## config.mk

```make
export PLATFORM = sky130hd
export DESIGN_NAME = bipn_cal_flat
export DESIGN_NICKNAME = d
export VERILOG_FILES = /design/src/rtl/bipn_cal_if.sv /design/src/rtl/bipn_cal.sv /design/src/flat_wrapper.sv
export SDC_FILE = /design/constraint.sdc
export NUM_CORES = 1
export LEC_CHECK = 0
export CAP_MARGIN = 15
export CORE_MARGIN = 2
export CORE_UTILIZATION = 65
export CTS_BUF_LIST = sky130_fd_sc_hd__clkbuf_8
export DETAILED_ROUTE_END_ITERATION = 12
export DONT_BUFFER_PORTS = 1
export PLACE_DENSITY_LB_ADDON = 0.08
export SYNTH_ARGS = -nofsm -noshare
export SYNTH_HDL_FRONTEND = slang
export SYNTH_SLANG_ARGS = --single-unit
```

## constraint.sdc

```tcl
create_clock -name clk155 -period 5.05 [get_ports clk155]
set_input_delay 1.01 -clock clk155 [delete_from_list [all_inputs] [get_ports clk155]]
set_output_delay 1.01 -clock clk155 [all_outputs]
set_load 0.01 [all_outputs]
```

## src/rtl/bipn_cal_if.sv

```systemverilog
// Bus bundle for the BIP calculator: frame data in, BIP/error results out.
interface bipn_cal_if #(
    parameter int unsigned BIPW = 8,
    parameter int unsigned DW   = 1,
    parameter int unsigned CNTW = 16
);
    localparam int unsigned EBW = $clog2(BIPW) + 1;

    logic            sof;
    logic            din_vld;
    logic [DW-1:0]   din;
    logic            mode;
    logic [BIPW-1:0] rxbip;
    logic            rxbip_vld;
    logic            cnt_clr;
    logic [BIPW-1:0] bip_pdo;
    logic            bip_vld;
    logic [EBW-1:0]  err_bits;
    logic            err_vld;
    logic [CNTW-1:0] err_cnt;

    modport master (
        output sof, din_vld, din, mode, rxbip, rxbip_vld, cnt_clr,
        input  bip_pdo, bip_vld, err_bits, err_vld, err_cnt
    );

    modport slave (
        input  sof, din_vld, din, mode, rxbip, rxbip_vld, cnt_clr,
        output bip_pdo, bip_vld, err_bits, err_vld, err_cnt
    );
endinterface

```

## src/rtl/bipn_cal.sv

```systemverilog
// Bit-interleaved parity generator/checker with saturating error counter.
module bipn_cal #(
    parameter int unsigned BIPW = 8,
    parameter int unsigned DW   = 1,
    parameter int unsigned CNTW = 16
) (
    input  logic         clk155,
    input  logic         rst_n,
    bipn_cal_if.slave    bus
);
    localparam int unsigned NB  = BIPW / DW;
    localparam int unsigned PW  = (NB > 1) ? $clog2(NB) : 1;
    localparam int unsigned EBW = $clog2(BIPW) + 1;
    localparam int unsigned SW  = ((CNTW > EBW) ? CNTW : EBW) + 1;
    localparam logic [CNTW-1:0] CNT_MAX = '1;

    logic [BIPW-1:0] acc, acc_nxt;
    logic [PW-1:0]   ptr, ptr_nxt;
    logic            frm_seen;
    logic            pub_done;
    logic [BIPW-1:0] bip_pdo_q;
    logic            bip_vld_q;
    logic [EBW-1:0]  err_bits_q;
    logic            err_vld_q;
    logic [CNTW-1:0] err_cnt_q, cnt_nxt;

    logic            cmp_c;
    logic [BIPW-1:0] diff_c;
    logic [EBW-1:0]  pop_c;
    logic [CNTW-1:0] base_c;
    logic [SW-1:0]   sum_c;

    // Next accumulator/pointer: sof restarts the frame at slice 0, valid beats fold into the current slice
    always_comb begin
        acc_nxt = acc;
        ptr_nxt = ptr;
        if (bus.sof) begin
            acc_nxt = '0;
            if (bus.din_vld) begin
                acc_nxt[DW-1:0] = bus.din;
            end
            ptr_nxt = (bus.din_vld && (NB > 1)) ? PW'(1) : '0;
        end else if (bus.din_vld) begin
            for (int unsigned s = 0; s < NB; s++) begin
                if (ptr == PW'(s)) begin
                    acc_nxt[s*DW +: DW] = acc[s*DW +: DW] ^ bus.din;
                end
            end
            ptr_nxt = (ptr == PW'(NB - 1)) ? '0 : ptr + PW'(1);
        end
    end

    // Compare against the currently published BIP (pre-update when coincident with sof)
    always_comb begin
        cmp_c  = bus.mode & bus.rxbip_vld & pub_done;
        diff_c = bus.rxbip ^ bip_pdo_q;
        pop_c  = '0;
        for (int unsigned i = 0; i < BIPW; i++) begin
            pop_c = pop_c + EBW'(diff_c[i]);
        end
    end

    // Saturating error counter; clear wins over the old count but still takes a coincident compare
    always_comb begin
        base_c  = bus.cnt_clr ? '0 : err_cnt_q;
        sum_c   = SW'(base_c) + SW'(pop_c);
        cnt_nxt = err_cnt_q;
        if (cmp_c) begin
            cnt_nxt = (sum_c > SW'(CNT_MAX)) ? CNT_MAX : CNTW'(sum_c);
        end else if (bus.cnt_clr) begin
            cnt_nxt = '0;
        end
    end

    // State and output registers
    always_ff @(posedge clk155 or negedge rst_n) begin
        if (!rst_n) begin
            acc        <= '0;
            ptr        <= '0;
            frm_seen   <= 1'b0;
            pub_done   <= 1'b0;
            bip_pdo_q  <= '0;
            bip_vld_q  <= 1'b0;
            err_bits_q <= '0;
            err_vld_q  <= 1'b0;
            err_cnt_q  <= '0;
        end else begin
            acc       <= acc_nxt;
            ptr       <= ptr_nxt;
            bip_vld_q <= 1'b0;
            err_vld_q <= cmp_c;
            err_cnt_q <= cnt_nxt;
            if (cmp_c) begin
                err_bits_q <= pop_c;
            end
            if (bus.sof) begin
                frm_seen <= 1'b1;
                if (frm_seen) begin
                    bip_pdo_q <= acc;
                    bip_vld_q <= 1'b1;
                    pub_done  <= 1'b1;
                end
            end
        end
    end

    assign bus.bip_pdo  = bip_pdo_q;
    assign bus.bip_vld  = bip_vld_q;
    assign bus.err_bits = err_bits_q;
    assign bus.err_vld  = err_vld_q;
    assign bus.err_cnt  = err_cnt_q;
endmodule

```

## src/flat_wrapper.sv

```systemverilog
// flat-port wrapper written by rule: the top's interface ports become plain ports
module bipn_cal_flat 
#(
    parameter int unsigned BIPW = 8,
    parameter int unsigned DW   = 1,
    parameter int unsigned CNTW = 16
)
  (clk155, rst_n, bus_sof, bus_din_vld, bus_din, bus_mode, bus_rxbip, bus_rxbip_vld, bus_cnt_clr, bus_bip_pdo, bus_bip_vld, bus_err_bits, bus_err_vld, bus_err_cnt);
  bipn_cal_if #(.BIPW(BIPW), .DW(DW), .CNTW(CNTW)) bus_i ();
  input  logic clk155;
  input  logic rst_n;
  input wire logic [$bits(bus_i.sof)-1:0] bus_sof;
  input wire logic [$bits(bus_i.din_vld)-1:0] bus_din_vld;
  input wire logic [$bits(bus_i.din)-1:0] bus_din;
  input wire logic [$bits(bus_i.mode)-1:0] bus_mode;
  input wire logic [$bits(bus_i.rxbip)-1:0] bus_rxbip;
  input wire logic [$bits(bus_i.rxbip_vld)-1:0] bus_rxbip_vld;
  input wire logic [$bits(bus_i.cnt_clr)-1:0] bus_cnt_clr;
  output wire logic [$bits(bus_i.bip_pdo)-1:0] bus_bip_pdo;
  output wire logic [$bits(bus_i.bip_vld)-1:0] bus_bip_vld;
  output wire logic [$bits(bus_i.err_bits)-1:0] bus_err_bits;
  output wire logic [$bits(bus_i.err_vld)-1:0] bus_err_vld;
  output wire logic [$bits(bus_i.err_cnt)-1:0] bus_err_cnt;
  assign bus_i.sof = bus_sof;
  assign bus_i.din_vld = bus_din_vld;
  assign bus_i.din = bus_din;
  assign bus_i.mode = bus_mode;
  assign bus_i.rxbip = bus_rxbip;
  assign bus_i.rxbip_vld = bus_rxbip_vld;
  assign bus_i.cnt_clr = bus_cnt_clr;
  assign bus_bip_pdo = bus_i.bip_pdo;
  assign bus_bip_vld = bus_i.bip_vld;
  assign bus_err_bits = bus_i.err_bits;
  assign bus_err_vld = bus_i.err_vld;
  assign bus_err_cnt = bus_i.err_cnt;
  bipn_cal #(.BIPW(BIPW), .DW(DW), .CNTW(CNTW)) u_core (.clk155(clk155), .rst_n(rst_n), .bus(bus_i));
endmodule
```

==> results of run 1 <==
## layer usage
metal	track usage	up-vias	routed length (um)
met5	0	-	0
met4	0.114	0	99
met3	0.0669	14	278
met2	0.395	52	2030
met1	0.324	770	1990
li1	-	754	-
## report_power, final
group / internal (uW) / switching, uW
combinational: 96.1 / 113
sequential: 375 / 35.3
clock: 123 / 116
total: 594 / 264
## Yosys cell counts, types with 2 or more instances
cell type	count	area share
nand2b_1	5	0.013
dfrtp_1	43	0.46
buf_2	2	0.0043
xnor2_1	10	0.037
ha_1	13	0.069
o21a_1	2	0.0064
xor2_1	14	0.052
nor2b_1	9	0.024
nand4_1	2	0.0053
fa_1	5	0.043
a21oi_1	8	0.017
inv_1	10	0.016
nor2_1	16	0.026
clkbuf_1	2	0.0032
o21ai_0	9	0.019
nand2_1	25	0.040
mux2i_1	5	0.021
or2_2	2	0.0053
and3_1	4	0.011
nand3_1	8	0.017
and4_1	2	0.0075
mux2_2	10	0.048
## cell type report
class,instances,share of cell area
sequential,43,0.432
clock buffer,7,0.0387
tap,46,0.0231
inverter,10,0.0151
timing repair buffer,1,0.00301
multi-input combinational,164,0.487
clock inverter,1,0.00151
## logic make-up after synthesis
logic type      after synthesis
flops                        43
fa+ha+maj                    18
simple gates                 79
buf+inv                      14
compound gates               28
xor+xnor                     24
mux                          15
## worst max-delay path, stage by stage
cell     delay [ns]
xor2_1         0.13
ha_1           0.32
fa_1           0.54
inv_1          0.05
fa_1           0.51
fa_1           0.43
inv_1          0.09
fa_1           0.49
ha_1           0.35
a211o_1        0.26
a21oi_1        0.29
nor2_1         0.16
a41o_1         0.26
nor2_1         0.08
## registers in the layout (all words and copies together) (netlist names)
signal	count
u_core.pub_done	1
u_core.bus.bip_pdo	8
u_core.bus.bip_vld	1
u_core.bus.err_bits	4
u_core.frm_seen	1
u_core.acc	8
u_core.ptr	3
u_core.bus.err_cnt	16
u_core.bus.err_vld	1
## worst min path at each step
stage	start	to	depth (start not counted)
global placement	u_core.frm_seen	u_core.frm_seen	1
finish	rst_n	u_core.bus.err_cnt[4]	0
CTS	rst_n	u_core.acc[2]	0
detailed placement	u_core.frm_seen	u_core.frm_seen	1
global route	rst_n	u_core.bus.err_vld	0
floorplan	u_core.pub_done	u_core.pub_done	1
## through the flow
| stage | utilization | instances | hold slack [ns] |
|---|---|---|---|
| floorplan | - | 221 | 0.435 |
| global placement | 0.706 | 264 | 0.453 |
| detailed placement | 0.706 | 264 | 0.452 |
| CTS | 0.735 | 272 | 0.399 |
| global route | 0.735 | 272 | 0.386 |
| finish | 0.735 | 272 | 0.400 |
==> impl_metrics.tcl, run 1 <==
set metrics [dict create \
    drc_errors 0 \
    status "finished clean" \
    drv_slew 0 \
    drt_iter0_drc 118 \
    rsz0062_at_grt "no" \
    antenna_found_initial 0 \
    yosysSeqAreaShare 0.459 \
    row_count 21 \
    htree_levels 2 \
    drive_gt1_frac 0.0929 \
    worstPathRequired_ns 5.28 \
    post-place-ws_ns -0.00842 \
    crit_start "bus_rxbip[0]" \
    n_antenna_cell 0 \
    clock.fmax_ghz 0.211 \
    r2r_slack_ns 0.52 \
    placed_cell_area_mm2 0.00239 \
    setup_viol 0 \
    synth-async-reset-ratio 1.00 \
    power_density_mw_per_mm2 344 \
    r2r-start "u_core.bus.bip_pdo[0]" \
    critPathCapture "u_core.bus.err_cnt[11]" \
    dieWidth_um 64.1 \
    synth_compound_area_frac 0.0806 \
    skew_ns 0.00810 \
    maxCapViolCount 0 \
    initial_utilization 0.692 \
    final_cell_area_mm2 0.00249 \
    drtAntennaViolNets 0 \
    grt_max_degree 44 \
    hold_viol 0 \
    globalplace.congestion 0.836 \
    firstDrtPassIters 4 \
    clk_pin_slew_ns 0.08 \
    layout_commonest_cell "dfrtp_1" \
    max-slew-margin-rel 0.594 \
    crit_arrival_ns 4.98 \
    hold_path.class "input port to async pin" \
    critPathKind "input port to flop" \
    syn_area_mm2 0.00234 \
    finalSetupTns_ns 0 \
    startpoint_type "input port" \
    wl_um 4400 \
    pin_count 46 \
    peakVddDrop_uv 184 \
    mostFrequentLayoutCells "dfrtp_1 (43), nand2_1 (25), nor2_1 (16)" \
    synth_mux_area_frac 0.0694 \
    synth_top_family_by_area "simple AND/OR/NAND/NOR gates" \
    core_area_mm2 0.00339 \
    r2r-end "u_core.bus.err_cnt[11]" \
    syn_avg_cell_area_um2 10.6 \
    layout_min_cycle_time_ns 4.74 \
    fill_cells 237 \
    cts_root_buffer "clkbuf_8" \
    finalCritPeriodShare 0.940 \
    synth.distinct_cells 37 \
    grt_pass1_vias 1706 \
    synth_edf_count 0 \
    yosys.area_share.adder 0.112 \
    clockBufferDepth 2 \
    hold_buffers 0 \
    vias_per_cell 5.85 \
    multiInputGateArea_mm2 0.00121 \
    end_kind "flop" \
    port_buffers 0 \
    die-area_mm2 0.00410 \
    yosys_warnings 0 \
    cts.sinks 43 \
    regArea_mm2 0.00108 \
    grt_use_total 0.250 \
    ys_ff_latch 43 \
    ys.flop_type "dfrtp_1" \
    synthSimpleGateAreaFrac 0.166 \
    setup_ws_ns 0.305 \
    vias 1590 \
    worstPathMaxFanout 4 \
    clk_latency_ns 0.30 \
    tightest_slew_ns 0.607 \
    grt_pass1_wl_um 7960 \
    total_power_uw 858 \
    synth_xor_area_frac 0.0896 \
    reg2regPathDepth 14 \
    layout.nets 259 \
    p_leak_uw 0.00121 \
    gr-total-overflow 0 \
    synthCells 221 \
    tritoncts.num_buffers 5 \
    syn-num-nets 255 \
    areaGrowthSynthToFinish_pct 6.30 \
    post_cts_buffers 0 \
    cts_tree "built" \
    routedWlPerCell_um 16.2 \
    die_y_um 64.1 \
    hpwl_um 3210 \
    cts-resized-gates 0 \
]
No activity file was read; power rests on OpenSTA's default activity.
==> inputs of run 2 (changes only) <==
- HOLD_SLACK_MARGIN: default -> 0.08
- PLACE_DENSITY_LB_ADDON: 0.08 -> 0.25
==> run 2 against run 1 <==
- worst setup slack lost 0.030 ns
- flip-flop and latch count is the same
- critical endpoint is now u_core.bus.err_cnt[15]
- die area is the same
- sequential share of layout area shrank 0.62 points
- worst hold slack is essentially flat
- global-route usage shrank 1.1 points
- largest power group unchanged
==> impl_metrics.tcl, run 2 (synthesis results as in run 1) <==
set metrics [dict create \
    antenna_found_initial 0 \
    grt_pass1_vias 1666 \
    r2r_slack_ns 0.50 \
    clk_pin_slew_ns 0.08 \
    clock.fmax_ghz 0.209 \
    hold_buffers 0 \
    globalplace.congestion 0.833 \
    final_cell_area_mm2 0.00253 \
    grt_use_total 0.240 \
    drive_gt1_frac 0.0973 \
    initial_utilization 0.692 \
    r2r-start "u_core.bus.bip_pdo[0]" \
    worstPathMaxFanout 4 \
    power_density_mw_per_mm2 370 \
    hold_path.class "input port to async pin" \
    tritoncts.num_buffers 5 \
    post-place-ws_ns -0.0335 \
    layout.nets 259 \
    r2r-end "u_core.bus.err_cnt[15]" \
    critPathKind "input port to flop" \
    cts.sinks 43 \
    finalCritPeriodShare 0.945 \
    port_buffers 0 \
    reg2regPathDepth 14 \
    hpwl_um 3380 \
    max-slew-margin-rel 0.626 \
    peakVddDrop_uv 223 \
    layout_min_cycle_time_ns 4.77 \
    final_core_util 0.746 \
    row_count 21 \
    dp.cells 264 \
    cts_tree "built" \
    largest_reg_flops 16 \
    crit_start "bus_rxbip[0]" \
    worstPathRequired_ns 5.23 \
    startpoint_type "input port" \
    skew_ns 0.00533 \
    n_antenna_cell 0 \
    fill_cells 230 \
    drtAntennaViolNets 0 \
    vias 1610 \
    hold_viol 0 \
    drc_errors 0 \
    worst_hold_slack_ns 0.400 \
    clk_latency_ns 0.29 \
    wl_um 4430 \
    grt_pass1_wl_um 7670 \
    rsz0062_at_grt "no" \
    setup_viol 0 \
    vias_per_cell 5.92 \
    gr-total-overflow 0 \
    finalNonFillerCells 272 \
    grt_max_degree 44 \
    core_area_mm2 0.00339 \
    setup_ws_ns 0.275 \
    drv_slew 0 \
    areaGrowthSynthToFinish_pct 7.84 \
    pin_count 46 \
    layout_commonest_cell "dfrtp_1" \
    end_kind "flop" \
    htree_levels 2 \
    routedWlPerCell_um 16.3 \
    die-area_mm2 0.00410 \
    post_cts_buffers 0 \
    cts-resized-gates 0 \
    dieWidth_um 64.1 \
    firstDrtPassIters 4 \
    maxCapViolCount 0 \
    drt_iter0_drc 51 \
    crit_arrival_ns 4.95 \
    placed_cell_area_mm2 0.00239 \
    status "finished clean" \
    mostFrequentLayoutCells "dfrtp_1 (43), nand2_1 (25), nor2_1 (16)" \
    tightest_slew_ns 0.560 \
    p_leak_uw 0.00122 \
    cts_root_buffer "clkbuf_8" \
    clockBufferDepth 2 \
    die_y_um 64.1 \
]
run 2: cell types whose count changed in the layout (fill, tap and decap cells not counted):
cell | before | now
bufinv_16 | 0 | 2
clkinvlp_4 | 0 | 1
clkbuf_8 | 7 | 5
inv_1 | 11 | 10
run 2: area by class of cell:
cell class / instances / area (um^2) / area share
Multi-Input combinational cell: 164 / 1210 / 0.480
Sequential cell: 43 / 1080 / 0.426
Clock buffer: 5 / 68.8 / 0.0272
Clock inverter: 3 / 67.6 / 0.0267
Tap cell: 46 / 57.6 / 0.0228
Inverter: 10 / 37.5 / 0.0148
Timing Repair Buffer: 1 / 7.51 / 0.00297
run 2: routing by layer:
layer / GRT usage / routed length (um) / vias up / part of all wire
met1: 0.280 / 1790 / 806 / 0.40
met2: 0.434 / 2400 / 40 / 0.54
met3: 0.0599 / 176 / 8 / 0.040
met4: 0.0679 / 63 / 0 / 0.014
li1: - / - / 756 / -
met5: 0 / 0 / - / 0
run 2: how the worst max path moves through the flow:
stage | depth (start not counted) | to | slack, ns
floorplan | 14 | u_core.bus.err_cnt[15] | 0.27
global placement | 14 | u_core.bus.err_cnt[15] | 0.11
detailed placement | 14 | u_core.bus.err_cnt[15] | -0.03
CTS | 14 | u_core.bus.err_cnt[11] | 0.27
global route | 14 | u_core.bus.err_cnt[11] | 0.01
finish | 14 | u_core.bus.err_cnt[15] | 0.28
run 2: where the power goes:
part           switching, uW  leakage, uW  internal, uW
registers               36.0     0.000572           375
clock network            117    0.0000644           197
logic                    114     0.000585          95.1
total                    267      0.00122           667
run 2: metrics by stage:
stage | TNS [ns] | total power, uW
2_1_floorplan | 0 | 584
3_3_place_gp | 0 | 609
3_5_place_dp | -0.0629 | 629
4_1_cts | 0 | 942
5_1_grt | 0 | 989
6_report | 0 | 934
run 2: worst max-delay path, stage by stage:
cell	delay, ns
xor2_1	0.20
ha_1	0.29
fa_1	0.53
inv_1	0.05
fa_1	0.50
fa_1	0.43
inv_1	0.09
fa_1	0.48
ha_1	0.35
a211o_1	0.27
a21oi_1	0.28
nor4_1	0.13
and2b_1	0.21
mux2i_1	0.11
